<file path="config.mk">
export PLATFORM = sky130hd
export DESIGN_NAME = text_console_ctrl
export DESIGN_NICKNAME = d
export VERILOG_FILES = /design/src/rtl/text_console_ctrl.sv
export SDC_FILE = /design/constraint.sdc
export NUM_CORES = 1
export LEC_CHECK = 0
export ABC_AREA = 1
export CAP_MARGIN = 20
export CORE_UTILIZATION = 53
export CTS_BUF_LIST = sky130_fd_sc_hd__clkbuf_16
export DETAILED_ROUTE_END_ITERATION = 8
export GPL_ROUTABILITY_DRIVEN = 0
export PLACE_DENSITY = 0.78
export SLEW_MARGIN = 20
export SYNTH_ARGS = -nofsm -noshare
export SYNTH_HDL_FRONTEND = slang
export SYNTH_SLANG_ARGS = --single-unit
</file>
<file path="constraint.sdc">
create_clock -name clk -period 2.9 [get_ports clk]
set_input_delay 0.29 -clock clk [delete_from_list [all_inputs] [get_ports clk]]
set_output_delay 0.29 -clock clk [all_outputs]
set_load 0.005 [all_outputs]
</file>
<file path="src/rtl/text_console_ctrl.sv">
// Text console controller: turns a character stream into character-plane writes,
// handling cursor motion, line wrap with line clearing, and full-screen clear.
module text_console_ctrl #(
  parameter int ROW_NUMBER     = 16,
  parameter int COL_NUMBER     = 32,
  parameter int CHAR_ID_LENGTH = 8,
  parameter int ROW_BIT_LEN    = 4,
  parameter int COL_BIT_LEN    = 5
) (
  input  logic                      clk,
  input  logic                      reset,
  input  logic [CHAR_ID_LENGTH-1:0] in_char,
  input  logic                      in_valid,
  output logic                      in_ready,
  input  logic                      clear_req,
  output logic                      wr_en,
  output logic [ROW_BIT_LEN-1:0]    wr_row,
  output logic [COL_BIT_LEN-1:0]    wr_col,
  output logic [CHAR_ID_LENGTH-1:0] wr_char,
  output logic [ROW_BIT_LEN-1:0]    cursor_row,
  output logic [COL_BIT_LEN-1:0]    cursor_col,
  output logic                      busy
);

  localparam logic [ROW_BIT_LEN-1:0]    ROW_LAST = ROW_BIT_LEN'(ROW_NUMBER - 1);
  localparam logic [COL_BIT_LEN-1:0]    COL_LAST = COL_BIT_LEN'(COL_NUMBER - 1);
  localparam logic [CHAR_ID_LENGTH-1:0] BLANK    = CHAR_ID_LENGTH'(8'h20);
  localparam logic [CHAR_ID_LENGTH-1:0] CH_BS    = CHAR_ID_LENGTH'(8'h08);
  localparam logic [CHAR_ID_LENGTH-1:0] CH_LF    = CHAR_ID_LENGTH'(8'h0A);
  localparam logic [CHAR_ID_LENGTH-1:0] CH_FF    = CHAR_ID_LENGTH'(8'h0C);
  localparam logic [CHAR_ID_LENGTH-1:0] CH_CR    = CHAR_ID_LENGTH'(8'h0D);

  typedef enum logic [1:0] {IDLE, WRITE, LINE_CLEAR, CLEAR} state_t;

  state_t                    state, state_nxt;
  logic                      wr_en_nxt;
  logic [ROW_BIT_LEN-1:0]    wr_row_nxt, cursor_row_nxt, pend_row, pend_row_nxt;
  logic [COL_BIT_LEN-1:0]    wr_col_nxt, cursor_col_nxt, pend_col, pend_col_nxt;
  logic [CHAR_ID_LENGTH-1:0] wr_char_nxt;
  logic                      pend_lc, pend_lc_nxt;
  logic                      clear_pend, clear_pend_nxt;
  logic                      ready_q;
  logic                      go_clear;
  logic                      accept;
  logic [ROW_BIT_LEN-1:0]    row_inc;

  assign in_ready = ready_q && !clear_req;
  assign accept   = in_valid && in_ready;
  assign row_inc  = (cursor_row == ROW_LAST) ? '0 : cursor_row + ROW_BIT_LEN'(1);

  always_ff @(posedge clk or posedge reset) begin
    if (reset) begin
      state      <= IDLE;
      wr_en      <= 1'b0;
      wr_row     <= '0;
      wr_col     <= '0;
      wr_char    <= '0;
      cursor_row <= '0;
      cursor_col <= '0;
      pend_row   <= '0;
      pend_col   <= '0;
      pend_lc    <= 1'b0;
      clear_pend <= 1'b0;
      ready_q    <= 1'b1;
      busy       <= 1'b0;
    end else begin
      state      <= state_nxt;
      wr_en      <= wr_en_nxt;
      wr_row     <= wr_row_nxt;
      wr_col     <= wr_col_nxt;
      wr_char    <= wr_char_nxt;
      cursor_row <= cursor_row_nxt;
      cursor_col <= cursor_col_nxt;
      pend_row   <= pend_row_nxt;
      pend_col   <= pend_col_nxt;
      pend_lc    <= pend_lc_nxt;
      clear_pend <= clear_pend_nxt;
      ready_q    <= (state_nxt == IDLE) && !clear_pend_nxt;
      busy       <= (state_nxt != IDLE);
    end
  end

  always_comb begin
    state_nxt      = state;
    wr_en_nxt      = 1'b0;
    wr_row_nxt     = wr_row;
    wr_col_nxt     = wr_col;
    wr_char_nxt    = wr_char;
    cursor_row_nxt = cursor_row;
    cursor_col_nxt = cursor_col;
    pend_row_nxt   = pend_row;
    pend_col_nxt   = pend_col;
    pend_lc_nxt    = pend_lc;
    go_clear       = 1'b0;
    // A clear request seen mid-operation is remembered; one seen during CLEAR is absorbed.
    clear_pend_nxt = clear_pend || (clear_req && state != IDLE && state != CLEAR);

    case (state)
      IDLE: begin
        if (clear_req || clear_pend) begin
          go_clear = 1'b1;
        end else if (accept) begin
          if (in_char >= BLANK) begin
            state_nxt   = WRITE;
            wr_en_nxt   = 1'b1;
            wr_row_nxt  = cursor_row;
            wr_col_nxt  = cursor_col;
            wr_char_nxt = in_char;
            if (cursor_col == COL_LAST) begin
              pend_row_nxt = row_inc;
              pend_col_nxt = '0;
              pend_lc_nxt  = 1'b1;
            end else begin
              pend_row_nxt = cursor_row;
              pend_col_nxt = cursor_col + COL_BIT_LEN'(1);
              pend_lc_nxt  = 1'b0;
            end
          end else begin
            case (in_char)
              CH_LF: begin
                state_nxt    = LINE_CLEAR;
                wr_en_nxt    = 1'b1;
                wr_row_nxt   = row_inc;
                wr_col_nxt   = '0;
                wr_char_nxt  = BLANK;
                pend_row_nxt = row_inc;
                pend_col_nxt = '0;
              end
              CH_CR: cursor_col_nxt = '0;
              CH_BS: begin
                if (cursor_col != '0) begin
                  state_nxt    = WRITE;
                  wr_en_nxt    = 1'b1;
                  wr_row_nxt   = cursor_row;
                  wr_col_nxt   = cursor_col - COL_BIT_LEN'(1);
                  wr_char_nxt  = BLANK;
                  pend_row_nxt = cursor_row;
                  pend_col_nxt = cursor_col - COL_BIT_LEN'(1);
                  pend_lc_nxt  = 1'b0;
                end
              end
              CH_FF:   go_clear = 1'b1;
              default: ;
            endcase
          end
        end
      end

      WRITE: begin
        cursor_row_nxt = pend_row;
        cursor_col_nxt = pend_col;
        if (pend_lc) begin
          state_nxt   = LINE_CLEAR;
          wr_en_nxt   = 1'b1;
          wr_row_nxt  = pend_row;
          wr_col_nxt  = '0;
          wr_char_nxt = BLANK;
        end else if (clear_pend_nxt) begin
          go_clear = 1'b1;
        end else begin
          state_nxt = IDLE;
        end
      end

      LINE_CLEAR: begin
        if (wr_col == COL_LAST) begin
          cursor_row_nxt = pend_row;
          cursor_col_nxt = pend_col;
          if (clear_pend_nxt) go_clear = 1'b1;
          else                state_nxt = IDLE;
        end else begin
          wr_en_nxt  = 1'b1;
          wr_col_nxt = wr_col + COL_BIT_LEN'(1);
        end
      end

      CLEAR: begin
        if (wr_row == ROW_LAST && wr_col == COL_LAST) begin
          state_nxt      = IDLE;
          cursor_row_nxt = '0;
          cursor_col_nxt = '0;
        end else begin
          wr_en_nxt = 1'b1;
          if (wr_col == COL_LAST) begin
            wr_col_nxt = '0;
            wr_row_nxt = wr_row + ROW_BIT_LEN'(1);
          end else begin
            wr_col_nxt = wr_col + COL_BIT_LEN'(1);
          end
        end
      end

      default: state_nxt = IDLE;
    endcase

    if (go_clear) begin
      state_nxt      = CLEAR;
      wr_en_nxt      = 1'b1;
      wr_row_nxt     = '0;
      wr_col_nxt     = '0;
      wr_char_nxt    = BLANK;
      clear_pend_nxt = 1'b0;
    end
  end

endmodule

</file>
==> impl_metrics.yaml <==
route:
  vias: 2814
  wl_per_cell_um: 14.9
  drt-total-wl_um: 7450
  drt_iter0_drc: 214
  dr.pass1.iters: 6
  avgViaCountPerCell: 5.63
  ant_nets: 0
  route.detailed.drc: 0
clock_network:
  path_clk_slew_ns: 0.06
  post_cts_buffers: 0
  cts_tree: "done"
  ctsHoldBuffers: 0
  clock_sinks: 42
  cts_resized: 0
  cts_buffers: 5
  clk_root_buffer_cell: "clkbuf_16"
  htreeDepth: 2
  clkLatencyLatePin_ns: 0.29
  cts_buffer_depth: 2
yosys:
  ys_seq_area_frac: 0.354
  syn_area_um2: 2980
  syn_avg_cell_area_um2: 7.71
  syn-num-nets: 411
  ys_top_cells_by_area: "dfrtp_1 34%, nand2_1 9.3%, nand3_1 6.9%"
  synth_top_cell_by_area: "dfrtp_1"
  synth.distinct_cells: 38
  synthCells: 386
  yosys_warnings: 0
  synth_top_area_frac: 0.345
  postSynthRegisterBits: 42
pwr:
  p_leak_nw: 1.68
  irDropWorstVdd_mv: 0.209
  powerDensity_nw_per_um2: 335
  power_mw: 1.19
placed_design:
  hpwl_um: 5630
  io_buffers: 40
  placed_cells: 492
flow_run:
  cap_violations: 0
timing:
  finClkSkew_ns: 0.00600
  finalHoldViolCount: 0
  maxSlewHeadroom: 0.548
  fin_crit_ns: 2.38
  grt_setup_unrepaired: "no"
  finalCritPeriodShare: 0.819
  fin_setup_tns_ns: 0
  holdWs_ns: 0.434
  finalMaxSlewViolations: 0
  max_freq_ghz: 0.421
  worst_slew_pin_slew_ns: 0.672
  setup-violations-final: 0
floorplan:
  core-area_um2: 5270
  die_area_um2: 5920
  die_h_um: 76.9
  die_w_um: 76.9
  rows: 26
  start_util: 0.565
  ios: 41
finish:
  fin_cells: 500
  layout-drive-gt1-share: 0.147
  nets: 454
  synthToLayoutAreaGrowth_pct: 19.7
  antenna_cells: 0
setup_path:
  r2r_slack_ns: 0.52
  crit_chain: "ha_1 > inv_1 > nand3_2 > nand2_2 > nand2_1 > nand2_2 > nand2_4 > nand2_2 > nand2_4 > nand2_1 > o21ai_2"
  crit_start: "state[1]"
  ff2ff_path_depth: 11
  crit_path_frequent_cell: "nand2_2"
  setup.worst_path.start_class: "flip-flop"
  path_delay_family: "simple AND/OR/NAND/NOR gates"
  r2r-start: "state[1]"
  rr_endpoint: "wr_char[7]"
  end_kind: "flip-flop"
  worstPathRequired_ns: 3.07
  crit_buf_inv: 1
  slowest_delay_ns: 0.49
  cp_slowest_cell: "dfrtp_1"
  worstPathMaxFanout: 27
  cp.arrival_ns: 2.55
  critPathKind: "reg2reg"
global_route:
  grt_usage: 0.271
  overflow: 0
  grt_pass1_vias: 2706
  grt_max_degree: 43
  grt_pass1_wl_um: 12700
  antenna_found_initial: 0
min_path:
  hp-class: "in2async"
status:
  run_status: "completed"
## cell type report
type,count,area [um^2]
clock inverters,3,16.3
flip-flops and latches,42,1050
clock buffers,5,125
inverters,46,178
well taps,70,87.6
multi-input cells,290,1670
fillers,451,1710
repair buffers,44,430
## report_power, final
group	switching [mW]	leakage (nW)	total, mW	internal (mW)
Clock	0.231	0.0672	0.545	0.314
Combinational	0.0405	1.07	0.0636	0.0231
Sequential	0	0.547	0.586	0.586
## routing by layer
layer,global-route usage,vias to the layer above,share of wire
met5,0,-,0
met4,0.106,0,0.021
met3,0.0512,16,0.073
met2,0.434,125,0.46
met1,0.360,1306,0.44
li1,-,1367,-
## sequential cells by signal, indices dropped and copies added (netlist names), 2 cells and up
register    flops
cursor_col      5
cursor_row      4
pend_col        5
pend_row        4
state           2
wr_char         8
wr_col          5
wr_row          4
## placed cells by master, fill, tap and decap left out, types with 4 or more instances in the layout
cell type        instances
nand3_1                 41
xor2_1                   6
clkbuf_16                5
a31oi_1                  8
nor2_4                   6
o21ai_2                  7
ha_1                    13
inv_2                    5
dfrtp_1                 41
nand2_2                 13
nor2_1                  38
clkdlybuf4s50_1         40
o21ai_0                 28
a21oi_1                 14
nand2_4                  5
nand4_1                  7
buf_4                    4
nand2_1                 74
inv_1                   39
## logic make-up after synthesis
logic type      after synthesis  share of synthesized area
xor+xnor                      6                     0.0177
flops                        42                      0.354
buf+inv                      54                     0.0841
fa+ha+maj                    13                     0.0547
compound gates               69                      0.147
simple gates                202                      0.343
## stage by stage
| step | worst slack (ns) | util | area, um^2 |
|---|---|---|---|
| after global placement | 0.702 | 0.649 | 3420 |
| after floorplan | 0.950 | - | 2980 |
| after detailed placement | 0.585 | 0.649 | 3420 |
| after CTS | 0.556 | 0.676 | 3560 |
| final | 0.525 | 0.676 | 3560 |
| after global routing | 0.349 | 0.676 | 3560 |
## synth_stat cells (all sizes together)
cell,n
o21bai,1
a31oi,9
dfrtp,41
nor2,47
nand3b,3
nand4,7
nor3,4
o22ai,1
nand3,45
inv,46
a22oi,4
nor4,1
nand2,92
o21ai,36
ha,13
or2,3
dfstp,1
o21a,3
buf,8
a21oi,14
xor2,6
a32oi,1
## worst max-delay path by stage
stage                      end  slack, ns  cells past startpoint
CTS                 wr_char[7]       0.56                     13
global placement    wr_char[2]       0.70                     13
global route        wr_char[7]       0.35                     13
finish              wr_char[7]       0.52                     11
detailed placement  wr_char[7]       0.59                     11
floorplan           wr_char[4]       0.95                     12
## worst min-delay path, stage by stage
cell             delay (ns)
clkdlybuf4s50_1        0.40
inv_1                  0.05
buf_4                  0.43
(Power assumes the default switching activity.)
